--- config.mk ---
export PLATFORM = sky130hd
export DESIGN_NAME = timer_device
export DESIGN_NICKNAME = d
export VERILOG_FILES = /design/src/rtl/timer_device.sv
export SDC_FILE = /design/constraint.sdc
export NUM_CORES = 1
export LEC_CHECK = 0
export ABC_AREA = 1
export BUFFER_PORTS_ARGS = -buffer_cell sky130_fd_sc_hd__buf_2
export CAP_MARGIN = 20
export CORE_UTILIZATION = 47
export CTS_CLUSTER_SIZE = 10
export DETAILED_ROUTE_END_ITERATION = 8
export PLACE_DENSITY = 0.68
export SETUP_SLACK_MARGIN = 0.3
export SKIP_CTS_REPAIR_TIMING = 1
export SYNTH_ARGS = -nofsm -noshare
export SYNTH_HDL_FRONTEND = slang
export SYNTH_SLANG_ARGS = --single-unit
--- constraint.sdc ---
create_clock -name clk -period 3.4 [get_ports clk]
set_input_delay 0.51 -clock clk [delete_from_list [all_inputs] [get_ports clk]]
set_output_delay 0.51 -clock clk [all_outputs]
set_load 0.01 [all_outputs]
--- src/rtl/timer_device.sv ---
// Memory-mapped countdown timer with CTRL/PRESET/COUNT registers and a masked interrupt request.
// Optional prescaler enabled by defining TIMER_PRESCALE_EN (PRESCALE legal range 1-255).
module timer_device #(
  parameter int PRESCALE = 1
) (
  input  logic        clk,
  input  logic        reset,
  input  logic        sel,
  input  logic        we,
  input  logic [1:0]  addr,
  input  logic [31:0] wdata,
  output logic [31:0] rdata,
  output logic        irq
);

  typedef enum logic [1:0] {IDLE, LOAD, CNT, INT} state_t;

  state_t      state, state_nxt;
  logic [3:0]  ctrl, ctrl_eff, ctrl_nxt;
  logic [31:0] preset, count, count_nxt;
  logic        irq_flag, flag_nxt;
  logic        wr_ctrl, wr_preset, en, auto_rl, tick;

  assign wr_ctrl   = sel & we & (addr == 2'd0);
  assign wr_preset = sel & we & (addr == 2'd1);

  // A CTRL write landing this edge is what the FSM acts on, so enabling
  // or stopping takes effect at the write edge itself.
  assign ctrl_eff = wr_ctrl ? wdata[3:0] : ctrl;
  assign en       = ctrl_eff[0];
  assign auto_rl  = (ctrl_eff[2:1] == 2'b01);

`ifdef TIMER_PRESCALE_EN
  localparam logic [7:0] PSC_LAST = 8'(PRESCALE - 1);
  logic [7:0] psc, psc_nxt;

  assign tick = (psc == PSC_LAST);

  always_comb begin
    psc_nxt = 8'd0;
    if ((state == CNT) && en && !tick) psc_nxt = psc + 8'd1;
  end

  always_ff @(posedge clk) begin
    if (!reset) psc <= 8'd0;
    else        psc <= psc_nxt;
  end
`else
  // Without the prescaler every CNT cycle is a decrement; PRESCALE has no effect.
  assign tick = 1'b1 | (PRESCALE == 0);
`endif

  always_comb begin
    state_nxt = state;
    ctrl_nxt  = ctrl_eff;
    count_nxt = count;
    flag_nxt  = irq_flag;
    // LOAD is only reached after an auto-reload INT or a CTRL write, so
    // clearing here retires the one-cycle auto-reload pulse.
    if (wr_ctrl || wr_preset || (state == LOAD)) flag_nxt = 1'b0;
    case (state)
      IDLE: if (en) state_nxt = LOAD;
      LOAD: begin
        count_nxt = preset;
        state_nxt = CNT;
      end
      CNT: begin
        if (!en) begin
          state_nxt = IDLE;
        end else if (tick) begin
          if (count > 32'd1) begin
            count_nxt = count - 32'd1;
          end else begin
            count_nxt = 32'd0;
            state_nxt = INT;
          end
        end
      end
      INT: begin
        flag_nxt = 1'b1;
        if (auto_rl) begin
          state_nxt = LOAD;
        end else begin
          state_nxt = IDLE;
          if (!wr_ctrl) ctrl_nxt[0] = 1'b0;
        end
      end
      default: state_nxt = IDLE;
    endcase
  end

  always_ff @(posedge clk) begin
    if (!reset) begin
      state    <= IDLE;
      ctrl     <= 4'd0;
      preset   <= 32'd0;
      count    <= 32'd0;
      irq_flag <= 1'b0;
      irq      <= 1'b0;
    end else begin
      state    <= state_nxt;
      ctrl     <= ctrl_nxt;
      count    <= count_nxt;
      irq_flag <= flag_nxt;
      irq      <= flag_nxt & ctrl_nxt[3];
      if (wr_preset) preset <= wdata;
    end
  end

  always_comb begin
    rdata = 32'd0;
    if (sel) begin
      case (addr)
        2'd0:    rdata = {28'd0, ctrl};
        2'd1:    rdata = preset;
        2'd2:    rdata = count;
        default: rdata = 32'd0;
      endcase
    end
  end

endmodule

==> flow_summary.yaml <==
worst_hold_path:
  min_path_type: "input port to flop"
  hold_depth: 3
  holdPathEnd: "preset[6]"
  hold_start: "wdata[6]"
logic_synthesis:
  netlist_instances: 665
  avgSynthCellArea_sq_um: 6.68
  synthArstFlopShare: 0
  synth_top_area_share: 0.325
  yosysTopAreaCell: "dfxtp_1"
  yosysSeqAreaShare: 0.325
  synth_flop_cell: "dfxtp_1"
  syn_area_sq_mm: 0.00444
  ys_ff_latch: 72
  ys_warn_count: 0
  synth_nets: 705
  synth_edf_count: 0
  synthTopCellsByArea: "dfxtp_1 32%, nand2_1 12%, nor2_1 10%"
  yosysUniqueCellTypes: 39
setup_path:
  path_delay_family: "buffers and inverters"
  critPathArrivalTime_ns: 1.94
  cp-end-kind: "output port"
  worst-setup-path-type: "input port to output port"
  required_ns: 2.89
  worstPathBufferInverterCount: 4
  r2r_end: "count[11]"
  r2r-start: "count[0]"
  r2r_cells: 9
  critical-path-slowest-cell: "nor2_2"
  slowest_delay_ns: 0.46
  crit_chain: "buf_2, inv_1, nor2_2, buf_4, nand2_1, a21oi_1, buf_2"
  start_kind: "input port"
  reg2reg_slack_ns: 1.24
  critPathMostFrequentCell: "buf_2"
  worstPathMaxFanout: 20
drt:
  vias: 4402
  post_drt_wl_per_cell_um: 13.7
  drc: 0
  drtIter0Drc: 179
  drt_first_pass_iters: 5
  wl_mm: 11.4
  ant_nets: 0
  via_per_inst: 5.28
timing:
  fin_worst_skew_ns: 0.00707
  fin_crit_ns: 2.45
  worst_pin_slew_ns: 0.846
  hold_viol: 0
  rsz0062_at_grt: "no"
  setup_viol: 0
  fmax_mhz: 408
  relSlewSlack: 0.435
  finalSetupTns_ns: 0
  fin_crit_sh: 0.722
  slew_violations: 0
floorplan:
  die_x_um: 99.2
  core.rowCount: 35
  die_height_um: 99.2
  start_util: 0.483
  io_pins: 71
  core_area_sq_mm: 0.00920
  die_area_sq_mm: 0.00984
power_and_ir_drop:
  ir_drop_uv: 267
  p_leak_nw: 2.10
  p_per_area_mw_per_mm2: 506
grt:
  track_usage: 0.248
  antenna_found_initial: 0
  grt_first_pass_wirelength_mm: 19.7
  grt_max_degree: 40
  grt.overflow.total: 0
  first_global_vias: 4186
final_layout:
  final_nets: 757
  syn_to_final_growth_pct: 11.5
  drive_above_1_share: 0.226
  n_fill_cell: 946
  final_area_sq_mm: 0.00495
  antenna_cells: 0
  layout_common_cells: "138 x nand2_1, 122 x nor2_1, 72 x o21ai_0, 72 x dfxtp_1, 70 x buf_2"
  mostFrequentLayoutCell: "nand2_1"
clocking:
  clk_latency_ns: 0.36
  clockBufferDepth: 2
  cts_buffers: 9
  clk_pin_slew_ns: 0.08
  h-tree-depth: 3
  cts_root_buf: "clkbuf_8"
  cts.sinks: 72
  cts_tree: "done"
run:
  drv_cap: 0
placed_design:
  io_buffers: 70
  placed_cell_area_sq_mm: 0.00476
  gp_congestion: 0.888
  hpwl_mm: 7.78
run_status:
  outcome: "finished, final reports clean"
==> worst register-to-register path, delay by kind of cell, from the launching register on <==
family | cells | cell delay (ns)
AO/OA/AOI/OAI | 1 | 0.15
AND/OR/NAND/NOR | 6 | 1.22
adder cells (fa/ha/maj) | 1 | 0.28
buffers and inverters | 1 | 0.09
flip-flops | 1 | 0.35
==> power breakdown <==
part,internal (mW),switching (mW)
clock,0.358,0.345
combinational,0.289,0.542
sequential,0.900,0.0725
==> cells in the mapped netlist, drive strengths merged (3+ instances only) <==
cell type and instances:
a21oi 62, buf 15, clkbuf 18, dfxtp 72, inv 45, nand2 151
nand3 27, nor2 136, o21ai 105, o21bai 3, xnor2 6, xor2 10
==> logic make-up (layout without fill, tap and decap cells) <==
| logic type | after synthesis | after routing | share of synthesized area |
|---|---|---|---|
| xor gates and xnor gates | 16 | 16 | 0.0315 |
| adders and majority gates | 2 | 2 | 0.00563 |
| buffers and inverters | 78 | 135 | 0.0854 |
| DFF | 72 | 72 | 0.325 |
| and+or+nand+nor | 320 | 320 | 0.321 |
| AOI/OAI and AO/OA | 177 | 177 | 0.232 |
==> cell type report <==
cell class	count	area (sq um)	area share
inverters	45	169	0.0341
clock buffers	11	141	0.0285
clock inverters	5	56.3	0.0114
well taps	111	139	0.0280
repair buffers	74	380	0.0768
flip-flops and latches	72	1440	0.291
multi-input cells	515	2630	0.530
==> flip-flops by register name (all words and copies together), names as in the netlist <==
name	count
count	32
preset	32
ctrl	4
state	2
irq	1
irq_flag	1
==> per-stage QoR <==
step	std cells	hold slack, ns	setup slack, ns	power, mW	utilization
after floorplan	665	0.471	1.51	1.65	-
after global placement	817	0.487	0.974	1.80	0.517
after detailed placement	817	0.492	0.947	1.81	0.517
after CTS	833	0.385	0.941	2.51	0.539
after global routing	833	0.399	0.777	2.68	0.539
final	833	0.399	0.947	2.51	0.539
==> layer usage <==
metal,GRT usage,part of all wire,vias up,routed length (um)
met5,0,0,-,0
met4,0.0882,0.015,0,170
met3,0.0422,0.035,17,399
met2,0.421,0.48,91,5500
met1,0.316,0.47,2035,5320
li1,-,-,2259,-
==> worst max-delay path by stage <==
stage	slack (ns)	startpoint	end	cells past startpoint
detailed placement	0.95	addr[0]	rdata[31]	7
CTS	0.94	addr[0]	rdata[31]	7
finish	0.95	addr[0]	rdata[18]	7
global placement	0.97	addr[0]	rdata[18]	7
global route	0.78	addr[0]	rdata[0]	9
floorplan	1.51	addr[1]	rdata[21]	6
(Power assumes the default switching activity.)
